[config.mk]
export PLATFORM = sky130hd
export DESIGN_NAME = pipe_ctrl_flat
export DESIGN_NICKNAME = d
export VERILOG_FILES = /design/src/rtl/pipe_ctrl_if.sv /design/src/rtl/pipe_ctrl.sv /design/src/flat_wrapper.sv
export SDC_FILE = /design/constraint.sdc
export NUM_CORES = 1
export LEC_CHECK = 0
export ABC_AREA = 1
export CORE_MARGIN = 2
export CORE_UTILIZATION = 29
export DETAILED_ROUTE_END_ITERATION = 6
export PLACE_DENSITY = 0.55
export SLEW_MARGIN = 10
export SYNTH_ARGS = -nofsm -noshare
export SYNTH_HDL_FRONTEND = slang
export SYNTH_SLANG_ARGS = --single-unit
[constraint.sdc]
create_clock -name clk_100MHz -period 2.2 [get_ports clk_100MHz]
set_input_delay 0.22 -clock clk_100MHz [delete_from_list [all_inputs] [get_ports clk_100MHz]]
set_output_delay 0.22 -clock clk_100MHz [all_outputs]
set_load 0.05 [all_outputs]
[src/rtl/pipe_ctrl_if.sv]
// Handshake bundle between the pipeline datapath and pipe_ctrl.
// The _c outputs are combinational; the perf counters are registered.
interface pipe_ctrl_if #(
   parameter int unsigned ADDR_W = 32,
   parameter int unsigned CNT_W  = 32
);
   logic              ext_hold;
   logic              ex_jump_req;
   logic [ADDR_W-1:0] ex_jump_addr;
   logic              ex_is_load;
   logic              ex_rd_we;
   logic [4:0]        ex_rd_addr;
   logic              id_rs1_re;
   logic [4:0]        id_rs1_addr;
   logic              id_rs2_re;
   logic [4:0]        id_rs2_addr;
   logic              mc_start;
   logic              mc_done;

   logic              hold_pc_c;
   logic              hold_if_id_c;
   logic              hold_id_ex_c;
   logic              flush_if_id_c;
   logic              flush_id_ex_c;
   logic              jump_ena_c;
   logic [ADDR_W-1:0] jump_addr_c;
   logic              timeout_c;
   logic [CNT_W-1:0]  stall_cnt;
   logic [CNT_W-1:0]  flush_cnt;

   modport master (
      output ext_hold, ex_jump_req, ex_jump_addr, ex_is_load, ex_rd_we, ex_rd_addr,
             id_rs1_re, id_rs1_addr, id_rs2_re, id_rs2_addr, mc_start, mc_done,
      input  hold_pc_c, hold_if_id_c, hold_id_ex_c, flush_if_id_c, flush_id_ex_c,
             jump_ena_c, jump_addr_c, timeout_c, stall_cnt, flush_cnt
   );

   modport slave (
      input  ext_hold, ex_jump_req, ex_jump_addr, ex_is_load, ex_rd_we, ex_rd_addr,
             id_rs1_re, id_rs1_addr, id_rs2_re, id_rs2_addr, mc_start, mc_done,
      output hold_pc_c, hold_if_id_c, hold_id_ex_c, flush_if_id_c, flush_id_ex_c,
             jump_ena_c, jump_addr_c, timeout_c, stall_cnt, flush_cnt
   );
endinterface

[src/rtl/pipe_ctrl.sv]
// Hazard/flow controller for the 5-stage core: arbitrates bus stall, multi-cycle ops,
// EX jumps and load-use hazards into hold/flush/redirect controls, plus perf counters.
module pipe_ctrl #(
   parameter int unsigned ADDR_W     = 32,
   parameter int unsigned MC_TIMEOUT = 64,
   parameter int unsigned CNT_W      = 32
) (
   input logic        clk_100MHz,
   input logic        arst_n,
   pipe_ctrl_if.slave bus
);
   localparam int unsigned MC_CNT_W = (MC_TIMEOUT > 2) ? $clog2(MC_TIMEOUT) : 1;
   localparam logic [MC_CNT_W-1:0] MC_LAST = MC_CNT_W'(MC_TIMEOUT - 1);

   typedef enum logic [0:0] {ST_RUN, ST_MC_WAIT} state_t;

   state_t              state_q, state_d;
   logic [MC_CNT_W-1:0] mc_cnt_q, mc_cnt_d;
   logic                done_seen_q, done_seen_d;
   logic [CNT_W-1:0]    stall_cnt_q, flush_cnt_q;

   logic              hold_pc, hold_if_id, hold_id_ex;
   logic              flush_if_id, flush_id_ex, jump_ena, timeout;
   logic [ADDR_W-1:0] jump_addr;
   logic              lu;

   // Load-use: the load's rd is consumed by the instruction in ID.
   assign lu = bus.ex_is_load & bus.ex_rd_we & (bus.ex_rd_addr != 5'd0) &
               ((bus.id_rs1_re & (bus.id_rs1_addr == bus.ex_rd_addr)) |
                (bus.id_rs2_re & (bus.id_rs2_addr == bus.ex_rd_addr)));

   always_ff @(posedge clk_100MHz or negedge arst_n) begin
      if (!arst_n) begin
         state_q     <= ST_RUN;
         mc_cnt_q    <= '0;
         done_seen_q <= 1'b0;
      end else begin
         state_q     <= state_d;
         mc_cnt_q    <= mc_cnt_d;
         done_seen_q <= done_seen_d;
      end
   end

   always_comb begin
      state_d     = state_q;
      mc_cnt_d    = mc_cnt_q;
      done_seen_d = done_seen_q;
      hold_pc     = 1'b0;
      hold_if_id  = 1'b0;
      hold_id_ex  = 1'b0;
      flush_if_id = 1'b0;
      flush_id_ex = 1'b0;
      jump_ena    = 1'b0;
      jump_addr   = '0;
      timeout     = 1'b0;
      case (state_q)
         ST_RUN: begin
            if (bus.ext_hold) begin
               hold_pc    = 1'b1;
               hold_if_id = 1'b1;
               hold_id_ex = 1'b1;
            end else if (bus.mc_start) begin
               hold_pc     = 1'b1;
               hold_if_id  = 1'b1;
               hold_id_ex  = 1'b1;
               state_d     = ST_MC_WAIT;
               mc_cnt_d    = '0;
               done_seen_d = 1'b0;
            end else if (bus.ex_jump_req) begin
               jump_ena    = 1'b1;
               jump_addr   = bus.ex_jump_addr;
               flush_if_id = 1'b1;
               flush_id_ex = 1'b1;
            end else if (lu) begin
               hold_pc     = 1'b1;
               hold_if_id  = 1'b1;
               flush_id_ex = 1'b1;
            end
         end
         ST_MC_WAIT: begin
            hold_pc    = 1'b1;
            hold_if_id = 1'b1;
            hold_id_ex = 1'b1;
            if ((bus.mc_done | done_seen_q) & ~bus.ext_hold) begin
               hold_pc     = 1'b0;
               hold_if_id  = 1'b0;
               hold_id_ex  = 1'b0;
               done_seen_d = 1'b0;
               state_d     = ST_RUN;
            end else if (bus.mc_done) begin
               done_seen_d = 1'b1;
            end else if (!bus.ext_hold && !done_seen_q) begin
               // Counter is frozen while the bus stalls; abandon the op on the last cycle.
               if (mc_cnt_q == MC_LAST) begin
                  timeout     = 1'b1;
                  hold_id_ex  = 1'b0;
                  flush_id_ex = 1'b1;
                  state_d     = ST_RUN;
               end else begin
                  mc_cnt_d = mc_cnt_q + MC_CNT_W'(1);
               end
            end
         end
         default: state_d = ST_RUN;
      endcase
   end

   // Controls are forced low while reset is asserted, independent of the clock.
   assign bus.hold_pc_c     = arst_n & hold_pc;
   assign bus.hold_if_id_c  = arst_n & hold_if_id;
   assign bus.hold_id_ex_c  = arst_n & hold_id_ex;
   assign bus.flush_if_id_c = arst_n & flush_if_id;
   assign bus.flush_id_ex_c = arst_n & flush_id_ex;
   assign bus.jump_ena_c    = arst_n & jump_ena;
   assign bus.timeout_c     = arst_n & timeout;
   assign bus.jump_addr_c   = arst_n ? jump_addr : '0;

   // Saturating perf counters.
   always_ff @(posedge clk_100MHz or negedge arst_n) begin
      if (!arst_n) begin
         stall_cnt_q <= '0;
         flush_cnt_q <= '0;
      end else begin
         if (hold_pc && (stall_cnt_q != '1)) stall_cnt_q <= stall_cnt_q + CNT_W'(1);
         if (jump_ena && (flush_cnt_q != '1)) flush_cnt_q <= flush_cnt_q + CNT_W'(1);
      end
   end

   assign bus.stall_cnt = stall_cnt_q;
   assign bus.flush_cnt = flush_cnt_q;
endmodule

[src/flat_wrapper.sv]
// flat-port wrapper written by rule: the top's interface ports become plain ports
module pipe_ctrl_flat 
#(
   parameter int unsigned ADDR_W     = 32,
   parameter int unsigned MC_TIMEOUT = 64,
   parameter int unsigned CNT_W      = 32
)
  (clk_100MHz, arst_n, bus_ext_hold, bus_ex_jump_req, bus_ex_jump_addr, bus_ex_is_load, bus_ex_rd_we, bus_ex_rd_addr, bus_id_rs1_re, bus_id_rs1_addr, bus_id_rs2_re, bus_id_rs2_addr, bus_mc_start, bus_mc_done, bus_hold_pc_c, bus_hold_if_id_c, bus_hold_id_ex_c, bus_flush_if_id_c, bus_flush_id_ex_c, bus_jump_ena_c, bus_jump_addr_c, bus_timeout_c, bus_stall_cnt, bus_flush_cnt);
  pipe_ctrl_if #(.ADDR_W(ADDR_W), .CNT_W(CNT_W)) bus_i ();
  input logic clk_100MHz;
  input logic arst_n;
  input wire logic [$bits(bus_i.ext_hold)-1:0] bus_ext_hold;
  input wire logic [$bits(bus_i.ex_jump_req)-1:0] bus_ex_jump_req;
  input wire logic [$bits(bus_i.ex_jump_addr)-1:0] bus_ex_jump_addr;
  input wire logic [$bits(bus_i.ex_is_load)-1:0] bus_ex_is_load;
  input wire logic [$bits(bus_i.ex_rd_we)-1:0] bus_ex_rd_we;
  input wire logic [$bits(bus_i.ex_rd_addr)-1:0] bus_ex_rd_addr;
  input wire logic [$bits(bus_i.id_rs1_re)-1:0] bus_id_rs1_re;
  input wire logic [$bits(bus_i.id_rs1_addr)-1:0] bus_id_rs1_addr;
  input wire logic [$bits(bus_i.id_rs2_re)-1:0] bus_id_rs2_re;
  input wire logic [$bits(bus_i.id_rs2_addr)-1:0] bus_id_rs2_addr;
  input wire logic [$bits(bus_i.mc_start)-1:0] bus_mc_start;
  input wire logic [$bits(bus_i.mc_done)-1:0] bus_mc_done;
  output wire logic [$bits(bus_i.hold_pc_c)-1:0] bus_hold_pc_c;
  output wire logic [$bits(bus_i.hold_if_id_c)-1:0] bus_hold_if_id_c;
  output wire logic [$bits(bus_i.hold_id_ex_c)-1:0] bus_hold_id_ex_c;
  output wire logic [$bits(bus_i.flush_if_id_c)-1:0] bus_flush_if_id_c;
  output wire logic [$bits(bus_i.flush_id_ex_c)-1:0] bus_flush_id_ex_c;
  output wire logic [$bits(bus_i.jump_ena_c)-1:0] bus_jump_ena_c;
  output wire logic [$bits(bus_i.jump_addr_c)-1:0] bus_jump_addr_c;
  output wire logic [$bits(bus_i.timeout_c)-1:0] bus_timeout_c;
  output wire logic [$bits(bus_i.stall_cnt)-1:0] bus_stall_cnt;
  output wire logic [$bits(bus_i.flush_cnt)-1:0] bus_flush_cnt;
  assign bus_i.ext_hold = bus_ext_hold;
  assign bus_i.ex_jump_req = bus_ex_jump_req;
  assign bus_i.ex_jump_addr = bus_ex_jump_addr;
  assign bus_i.ex_is_load = bus_ex_is_load;
  assign bus_i.ex_rd_we = bus_ex_rd_we;
  assign bus_i.ex_rd_addr = bus_ex_rd_addr;
  assign bus_i.id_rs1_re = bus_id_rs1_re;
  assign bus_i.id_rs1_addr = bus_id_rs1_addr;
  assign bus_i.id_rs2_re = bus_id_rs2_re;
  assign bus_i.id_rs2_addr = bus_id_rs2_addr;
  assign bus_i.mc_start = bus_mc_start;
  assign bus_i.mc_done = bus_mc_done;
  assign bus_hold_pc_c = bus_i.hold_pc_c;
  assign bus_hold_if_id_c = bus_i.hold_if_id_c;
  assign bus_hold_id_ex_c = bus_i.hold_id_ex_c;
  assign bus_flush_if_id_c = bus_i.flush_if_id_c;
  assign bus_flush_id_ex_c = bus_i.flush_id_ex_c;
  assign bus_jump_ena_c = bus_i.jump_ena_c;
  assign bus_jump_addr_c = bus_i.jump_addr_c;
  assign bus_timeout_c = bus_i.timeout_c;
  assign bus_stall_cnt = bus_i.stall_cnt;
  assign bus_flush_cnt = bus_i.flush_cnt;
  pipe_ctrl #(.ADDR_W(ADDR_W), .MC_TIMEOUT(MC_TIMEOUT), .CNT_W(CNT_W)) u_core (.clk_100MHz(clk_100MHz), .arst_n(arst_n), .bus(bus_i));
endmodule
==> out/results.txt, run 1 <==
Counting the fill cells in the layout gives 1777. The analysis attributes to cell leakage a power of 3.668 nW. The logs give 481.6 MHz for the maximum clock rate and 27.01 mm for the first-pass GRT wire length.

The worst setup slack before clock tree synthesis is 0.1394 ns, and the horizontal die dimension is 138.0 µm. Total global routing overflow: 0. The logs give 0 for the count of warnings emitted by yosys and 878 for the post-synth net total. Buffers placed on the I/O ports in this run total 159. Counting every sink on the clock net gives 72. The sequential cell area was 0.001803 mm².

The critical path starts at u_core.state_q$_DFF_PN0_. A synthesized cell averages 6.362 µm². For this run, the leading register cell type out of synthesis is dfrtp_1. The total via count in the routed design was 5500; the post-CTS clock slew at the launch and capture registers of the worst setup and hold paths was 0.06 ns.

In the final design database the tool counted 1053 nets. The launching point of the worst reg2reg path was u_core.bus.stall_cnt[0]$_DFFE_PN0P_. The share of cells above drive strength 1 is 13.03%. For the sum of routed wire length over all layers, the log shows 16.93 mm. The tools report the number of hold buffers added after cts as 0.

The buffer cell driving the clock tree root was clkbuf_16. The post-route minimum period works out to 2.077 ns. Power spread over the standard cell area amounts to 632.8 mW/mm². Counting flops with an async set or reset pin after synthesis yields a share of 100.0%.

0 antenna diodes ended up in the layout. The tightest min-delay check is of the in -> async type. In this run the critical register-to-register path is captured at u_core.bus.stall_cnt[10]$_DFFE_PN0P_. Clock latency on the worst-skew pair, taken at its later pin, is 0.34 ns. The first routing iteration left 352 violations. The final max-slew violation count is 0, and the largest fanout on the critical path is 32.

Setup slack on the worst reg-to-reg path comes out at 0.23 ns. The final count of negative-setup-slack endpoints was 0; the number of placement rows was 48. At the pin with the least slew margin, the transition time is 0.9619 ns. TritonCTS built the clock tree. The average detailed-routed wire length per instance was 13.84 µm; the overall routing resource usage was 18.27%. The area added between synthesis and finish is 53.91%. The depth of the worst register-to-register path was 10. The final worst setup slack is 0.1235 ns, and the setup skew after layout is 0.006093 ns.

For the number of hold-slack violations in the final timing report, the log shows 0. Headroom to the max-slew limit came out at 35.88%. The overall die area was 0.01903 mm².

The critical path endpoint category is an output port. Summed over all nets, the half-perimeter wirelength after detailed placement is 13.00 mm. The number of distinct library cells after synthesis is 31. The share of the Yosys chip area taken by registers is 34.62%. In the routed design, unresolved DRC markers number 0. The run finished with clean final reports. No sink is reached through more buffers than the 2 on the longest clock path. Ranked by instance count, the synthesized netlist is headed by nand2_1 (335), nor2_1 (130), inv_1 (88). The logs give 5219 for the number of global-route vias before repair and 0 for the number of nets with antenna violations after routing. The maximum number of pins on one net before global-route repair is 73, and the average via count per standard cell is 4.497. The required time of the worst setup path is 1.98 ns, and the utilization after layout is 45.98%.

The biggest area contributor in the post-synthesis netlist is dfrtp_1. The number of enable-type register cells in the synthesized netlist was 0; the overall die height was 138.0 µm. The core area was 0.01742 mm²; the total area of multi-input combinational cells was 0.003117 mm².

Highest ir drop seen on vdd: 697.4 µV. For this configuration, the core starts out at a cell density of 29.88%. The final critical path takes up 94.39% of the cycle.

The critical path is of the reg -> out type. For the number of antenna violations at the first check in global routing, the log shows 0. STA classifies the critical path startpoint as a register. Buffers added to address setup during post-CTS repair amount to 0. Max-cap violations in this run came to 0. The flip-flop and latch count after synthesis was 72; the number of top-level pins was 160.

The mapped netlist covers 0.005204 mm². The gate count of the mapped netlist is 818. The most common cell in the synthesized netlist is nand2_1. The first detailed-routing pass ran for 4 iterations. The H-tree generated during clock tree synthesis spans 3 levels. The share of synthesized area in the top cell type comes to 34.62%. Buffers inserted during clock tree synthesis total 9.

By area the synthesized netlist is led by dfrtp_1 (35%), nand2_1 (24%), nor2_1 (9.4%), inv_1 (6.3%), xor2_1 (5.0%). The run gives 1.86 ns as the data arrival at the endpoint of the critical path. At the end of routability-driven placement, the weighted congestion stood at 0.8988.
[repair_timing]
| item | in CTS | in global routing |
|---|---|---|
| resized for setup | 1 | 5 |
| hold endpoints to repair | 0 | 0 |
| setup endpoints to repair | 1 | 7 |
| pin swaps | 0 | 1 |
[power breakdown]
group          internal (W)  leakage, nW  switching (W)
Sequential          0.00151        0.975       0.000243
Clock              0.000787        0.136       0.000571
Combinational      0.000715         2.56        0.00124
Total               0.00301         3.67        0.00205
[worst max-delay path by stage]
stage	cells past startpoint	slack (ns)	to
2_1_floorplan	6	-0.12	bus_jump_addr_c[14]
3_3_place_gp	12	0.16	bus_hold_pc_c
3_5_place_dp	12	0.14	bus_hold_pc_c
4_1_cts	7	0.05	bus_jump_addr_c[0]
5_1_grt	8	-0.0001	bus_flush_id_ex_c
6_report	7	0.12	bus_jump_addr_c[31]
[per-stage QoR]
stage | cell area (µm²) | hold WS, ns | setup TNS, ns | std cells | total power, W
2_1_floorplan | 5370 | -0.07559 | -1.838 | 818 | 0.002966
3_3_place_gp | 7722 | 0.4944 | 0 | 1207 | 0.003723
3_5_place_dp | 7722 | 0.5090 | 0 | 1207 | 0.003734
4_1_cts | 7994 | 0.1924 | 0 | 1223 | 0.005132
5_1_grt | 8009 | 0.2345 | -0.0001075 | 1223 | 0.005361
6_report | 8009 | 0.1397 | 0 | 1223 | 0.005068
[layout make-up]
| class | count | area share, % |
|---|---|---|
| Clock buffer | 12 | 3.078 |
| Clock inverter | 4 | 0.2500 |
| Inverter | 89 | 4.171 |
| Multi-Input combinational cell | 635 | 38.92 |
| Sequential cell | 72 | 22.51 |
| Tap cell | 225 | 3.515 |
| Timing Repair Buffer | 186 | 27.56 |
[registers in the layout, indices dropped and copies added (netlist names)]
| signal | count |
|---|---|
| u_core.bus.flush_cnt | 32 |
| u_core.bus.stall_cnt | 32 |
| u_core.done_seen_q | 1 |
| u_core.mc_cnt_q | 6 |
| u_core.state_q | 1 |
[cells in the final DEF (no fill, tap or decap), types with 2 or more instances in the layout]
cell and instances:
nor3_1 17, nand2_1 335, o21ai_0 9, nor2_2 17, nand4_1 36, dfrtp_1 71
nand3_1 15, o31ai_1 2, nand3b_1 20, nand3_2 3, nor2_1 97, nor2_4 19
inv_2 2, clkbuf_1 2, nor3_2 3, clkinv_2 4, clkbuf_16 9, clkdlybuf4s50_1 119
xor2_1 30, ha_1 3, xnor2_1 13, inv_1 87, a21oi_1 2, buf_4 26
o21ai_1 8, buf_12 41
[worst max-delay path, cell delays in order, from the launching register on]
cell     delay, ns
dfrtp_2       0.46
nor3_2        0.15
nand2_1       0.13
nor2_4        0.13
inv_2         0.06
buf_12        0.19
nor2_1        0.21
buf_12        0.17
[routing by layer]
metal  global-route usage (%)  vias to the layer above  share of wire [%]
li1                         -                     2886                  -
met2                    30.80                      119                 49
met1                    23.83                     2478                 44
met4                    4.819                        0                1.6
met3                    3.728                       17                4.9
met5                        0                        -                  0
[kinds of logic (layout without fill, tap and decap cells)]
family / count (synthesis) / in the layout / share of synthesized area (%)
AOI/OAI and AO/OA: 25 / 25 / 2.693
adders and majority gates: 3 / 3 / 0.7214
and+or+nand+nor: 564 / 564 / 45.71
xor gates and xnor gates: 43 / 43 / 7.237
DFF: 72 / 72 / 34.62
buffers and inverters: 111 / 291 / 9.016
Power figures use the tool's default switching activity.
==> run 2, diff against run 1 <==
- CORE_ASPECT_RATIO: default -> 0.9
- GPL_TIMING_DRIVEN: default -> 0
==> run 2 against run 1 <==
Via count increased by 2.3%. Sequential power is essentially flat. Worst setup slack got worse by 0.0077 ns. First-iteration DRC count fell by 26%. Flip-flop and latch count did not move. Sequential share of layout area rose by 0.64 points. Core utilization fell by 1.7 points. Clock skew is 0.0022 ns higher. Critical path depth rose by 2.
==> out/results.txt, run 2 (synthesis gave the netlist of run 1 again) <==
Path type of the worst setup path: reg -> out (unchanged). The kind of start point of the critical path was a register (unchanged). For the total via count in the routed design, the log shows 5626 (was 5500). The post-route minimum period was 2.084 ns (was 2.077 ns); the H-tree level count was 3 (unchanged).

The ratio of final minimum period to clock period works out to 94.74% (was 94.39%). The met3 global-route usage is 3.945% (was 3.728%). The count of input and output buffers is 159 (unchanged), and the sum of routed wire length over all layers is 17.06 mm (was 16.93 mm).

The delay of the slowest cell on the worst path works out to 0.47 ns (was 0.46 ns). The logs give 0.9039 (was 0.8988) for the final estimated routing congestion in global placement and 0.21 ns (was 0.23 ns) for the reg2reg setup slack. The number of sinks on the clock net was 72 (unchanged); the leakage power total was 3.663 nW (was 3.668 nW). The run gives 60 (was 73) as the maximum number of pins on one net before global-route repair. Critical Path, Cell by Cell: nor3_4 > nand2_4 > nand2_2 > inv_4 > buf_6 > nand2_2 > nor2_4 > buf_4 > buf_8 (was nor3_2 > nand2_1 > nor2_4 > inv_2 > buf_12 > nor2_1 > buf_12). The number of clock buffers inserted by TritonCTS is 9 (unchanged). The cell family contributing the most delay on the critical path was simple AND/OR/NAND/NOR gates (unchanged).

The depth of the worst register-to-register path was 9 (was 10). The number of antenna violations at the first check in global routing came out at 0 (unchanged). For the number of hold-slack violations in the final timing report, the log shows 0 (unchanged). The layer carrying the most global-route usage was met2 (unchanged).

The most common cell after layout, fill and taps aside was nand2_1 (unchanged). Total cell area at the placement stage: 0.007287 mm² (was 0.007722 mm²). The buffer and inverter count on the worst path was 4 (was 3); the overall die height was 131.1 µm (was 138.0 µm). Slowest cell on the critical path: dfrtp_2 (unchanged). The horizontal die dimension came out at 145.2 µm (was 138.0 µm).

The cell repeated most along the worst path is nand2_2 (was buf_12). The largest fanout on the critical path was 10 (was 32). For the met1 track utilization from global routing, the log shows 23.89% (was 23.83%).

Smallest hold slack: 0.4780 ns (was 0.1397 ns). End of the worst register-to-register path: u_core.bus.stall_cnt[13]$_DFFE_PN0P_ (was u_core.bus.stall_cnt[10]$_DFFE_PN0P_). For the switching power, the log shows 0.002086 W (was 0.002054 W).

TritonCTS built the clock tree. The global routing met2 resource utilization came out at 29.91% (was 30.80%). The power per cell area came out at 669.2 mW/mm² (was 632.8 mW/mm²). The tools report the critical path endpoint category as an output port (unchanged). The final count of negative-setup-slack endpoints came out at 0 (unchanged). The area added between synthesis and finish was 49.77% (was 53.91%). The tools report the finished layout cell area as 0.007794 mm² (was 0.008009 mm²). The run gives 0.003129 W (was 0.003014 W) as the internal power. The run gives 1.86 ns (about the same) as the data arrival at the endpoint of the critical path. For the final antenna diode count, the log shows 0 (unchanged).

The launching point of the worst reg2reg path was u_core.bus.stall_cnt[0]$_DFFE_PN0P_ (unchanged). The number of nets at the end of the flow is 1062 (was 1053). The clock latency at the later pin of the worst-skew pair was 0.35 ns (was 0.34 ns). Buffer cell driving the clock tree root: clkbuf_16 (unchanged). The first-pass detailed-route iteration total is 6 (was 4). For the share of total power in sequential cells, the log shows 33.9% (was 34.6%). Beginning of the critical path: u_core.state_q$_DFF_PN0_ (unchanged). Worst min-delay path class: in -> async (unchanged).

The starting density of the core came out at 29.55% (was 29.88%). The logs give 5373 (was 5219) for the number of global-route vias before repair and 28.6% (was 26.8%) for the part of the power in the clock network. The highest ir drop seen on vdd was 678.6 µV (was 697.4 µV).

The relative max-transition margin was 57.41% (was 35.88%); the switching share of power was 40.01% (was 40.54%). The transition time of the tightest slew-check pin was 0.6367 ns (was 0.9619 ns); the number of nets with antenna violations after routing was 0 (unchanged). For the number of top-level pins, the log shows 160 (unchanged). For the DRC violation total after the first TritonRoute iteration, the log shows 261 (was 352).

Most used cells in the layout excluding fill and tap cells: nand2_1 (330), clkdlybuf4s50_1 (115), nor2_1 (95), inv_1 (85), dfrtp_1 (70) (was nand2_1 (335), clkdlybuf4s50_1 (119), nor2_1 (97), inv_1 (87), dfrtp_1 (71)). The number of maximum-capacitance violations came out at 0 (unchanged). The post-CTS clock slew at the launch and capture registers of the worst setup and hold paths works out to 0.06 ns (about the same). For the setup skew after layout, the log shows 0.008265 ns (was 0.006093 ns). The average via count per standard cell was 4.512 (was 4.497); the utilization after layout was 44.25% (was 45.98%).

DRC violation count after routing: 0 (unchanged). The maximum clock rate was 479.8 MHz (was 481.6 MHz). The maximum root-to-sink buffer count was 2 (unchanged); the share of cells above drive strength 1 was 14.00% (was 13.03%). For the required time of the worst setup path, the log shows 1.98 ns (about the same). For the number of placement rows, the log shows 46 (was 48). The flow ran to the end, and the final reports show no timing, DRC or antenna violations. The average detailed-routed wire length per instance came out at 13.68 µm (was 13.84 µm). Overall routing resource usage: 17.82% (was 18.27%). The logs give 13.00 mm (about the same) for the HPWL after detailed placement and 27.23 mm (was 27.01 mm) for the first-pass GRT wire length. The logs give 0 (unchanged) for the final max-slew violation count and 0.005215 W (was 0.005068 W) for the total design power. The tools report the combinational group share of total power as 37.5% (was 38.6%). The run gives 0.01903 mm² (about the same) as the overall die area.

The logs give 0 (unchanged) for the total global routing overflow and 0.01761 mm² (was 0.01742 mm²) for the core area.
[run 2: metal layers]
metal	part of all wire (%)	vias up
met4	1.2	0
met5	0	-
met1	48	2544
met2	47	148
li1	-	2917
met3	4.2	17
[run 2: worst max-delay path by stage]
stage / cells after the start / slack [ns] / end
6_report: 9 / 0.12 / bus_hold_pc_c
5_1_grt: 10 / -0.0004 / bus_hold_pc_c
4_1_cts: 14 / -0.06 / bus_hold_pc_c
3_5_place_dp: 10 / -1.03 / bus_hold_pc_c
3_3_place_gp: 7 / -4.02 / bus_jump_addr_c[24]
2_1_floorplan: 6 / -0.12 / bus_jump_addr_c[14]
[run 2: timing repair]
action | 4_1_cts | 5_1_grt
hold endpoints to repair | 14 | 14
pin swaps | 2 | 6
buffers inserted | 2 | 7
gates cloned | 0 | 1
endpoints found under the setup margin | 43 | 98
resized for setup | 234 | 42
[run 2: through the flow]
stage | std cells | worst slack, ns | TNS, ns
2_1_floorplan | 818 | -0.1245 | -1.838
3_3_place_gp | 1217 | -4.016 | -286.51
3_5_place_dp | 1218 | -1.029 | -35.33
4_1_cts | 1236 | -0.05546 | -0.05546
5_1_grt | 1247 | -0.0003730 | -0.0003730
6_report | 1247 | 0.1157 | 0
[run 2: power by group through the flow]
| stage | combinational [W] | clock (W) | sequential [W] |
|---|---|---|---|
| 2_1_floorplan | 0.000723 | 0 | 0.00224 |
| 3_3_place_gp | 0.00186 | 0 | 0.00179 |
| 3_5_place_dp | 0.00188 | 0 | 0.00178 |
| 4_1_cts | 0.00191 | 0.00155 | 0.00176 |
| 5_1_grt | 0.00212 | 0.00161 | 0.00181 |
| 6_report | 0.00195 | 0.00149 | 0.00177 |
[run 2: final cells by class]
| type | count | area (µm²) |
|---|---|---|
| fillers | 1881 | 9818 |
| multi-input cells | 635 | 3174 |
| flip-flops and latches | 72 | 1804 |
| repair buffers | 174 | 1694 |
| inverters | 89 | 336.6 |
| well taps | 240 | 300.3 |
| clock buffers | 11 | 242.7 |
| plain buffers | 21 | 185.2 |
| clock inverters | 5 | 56.30 |
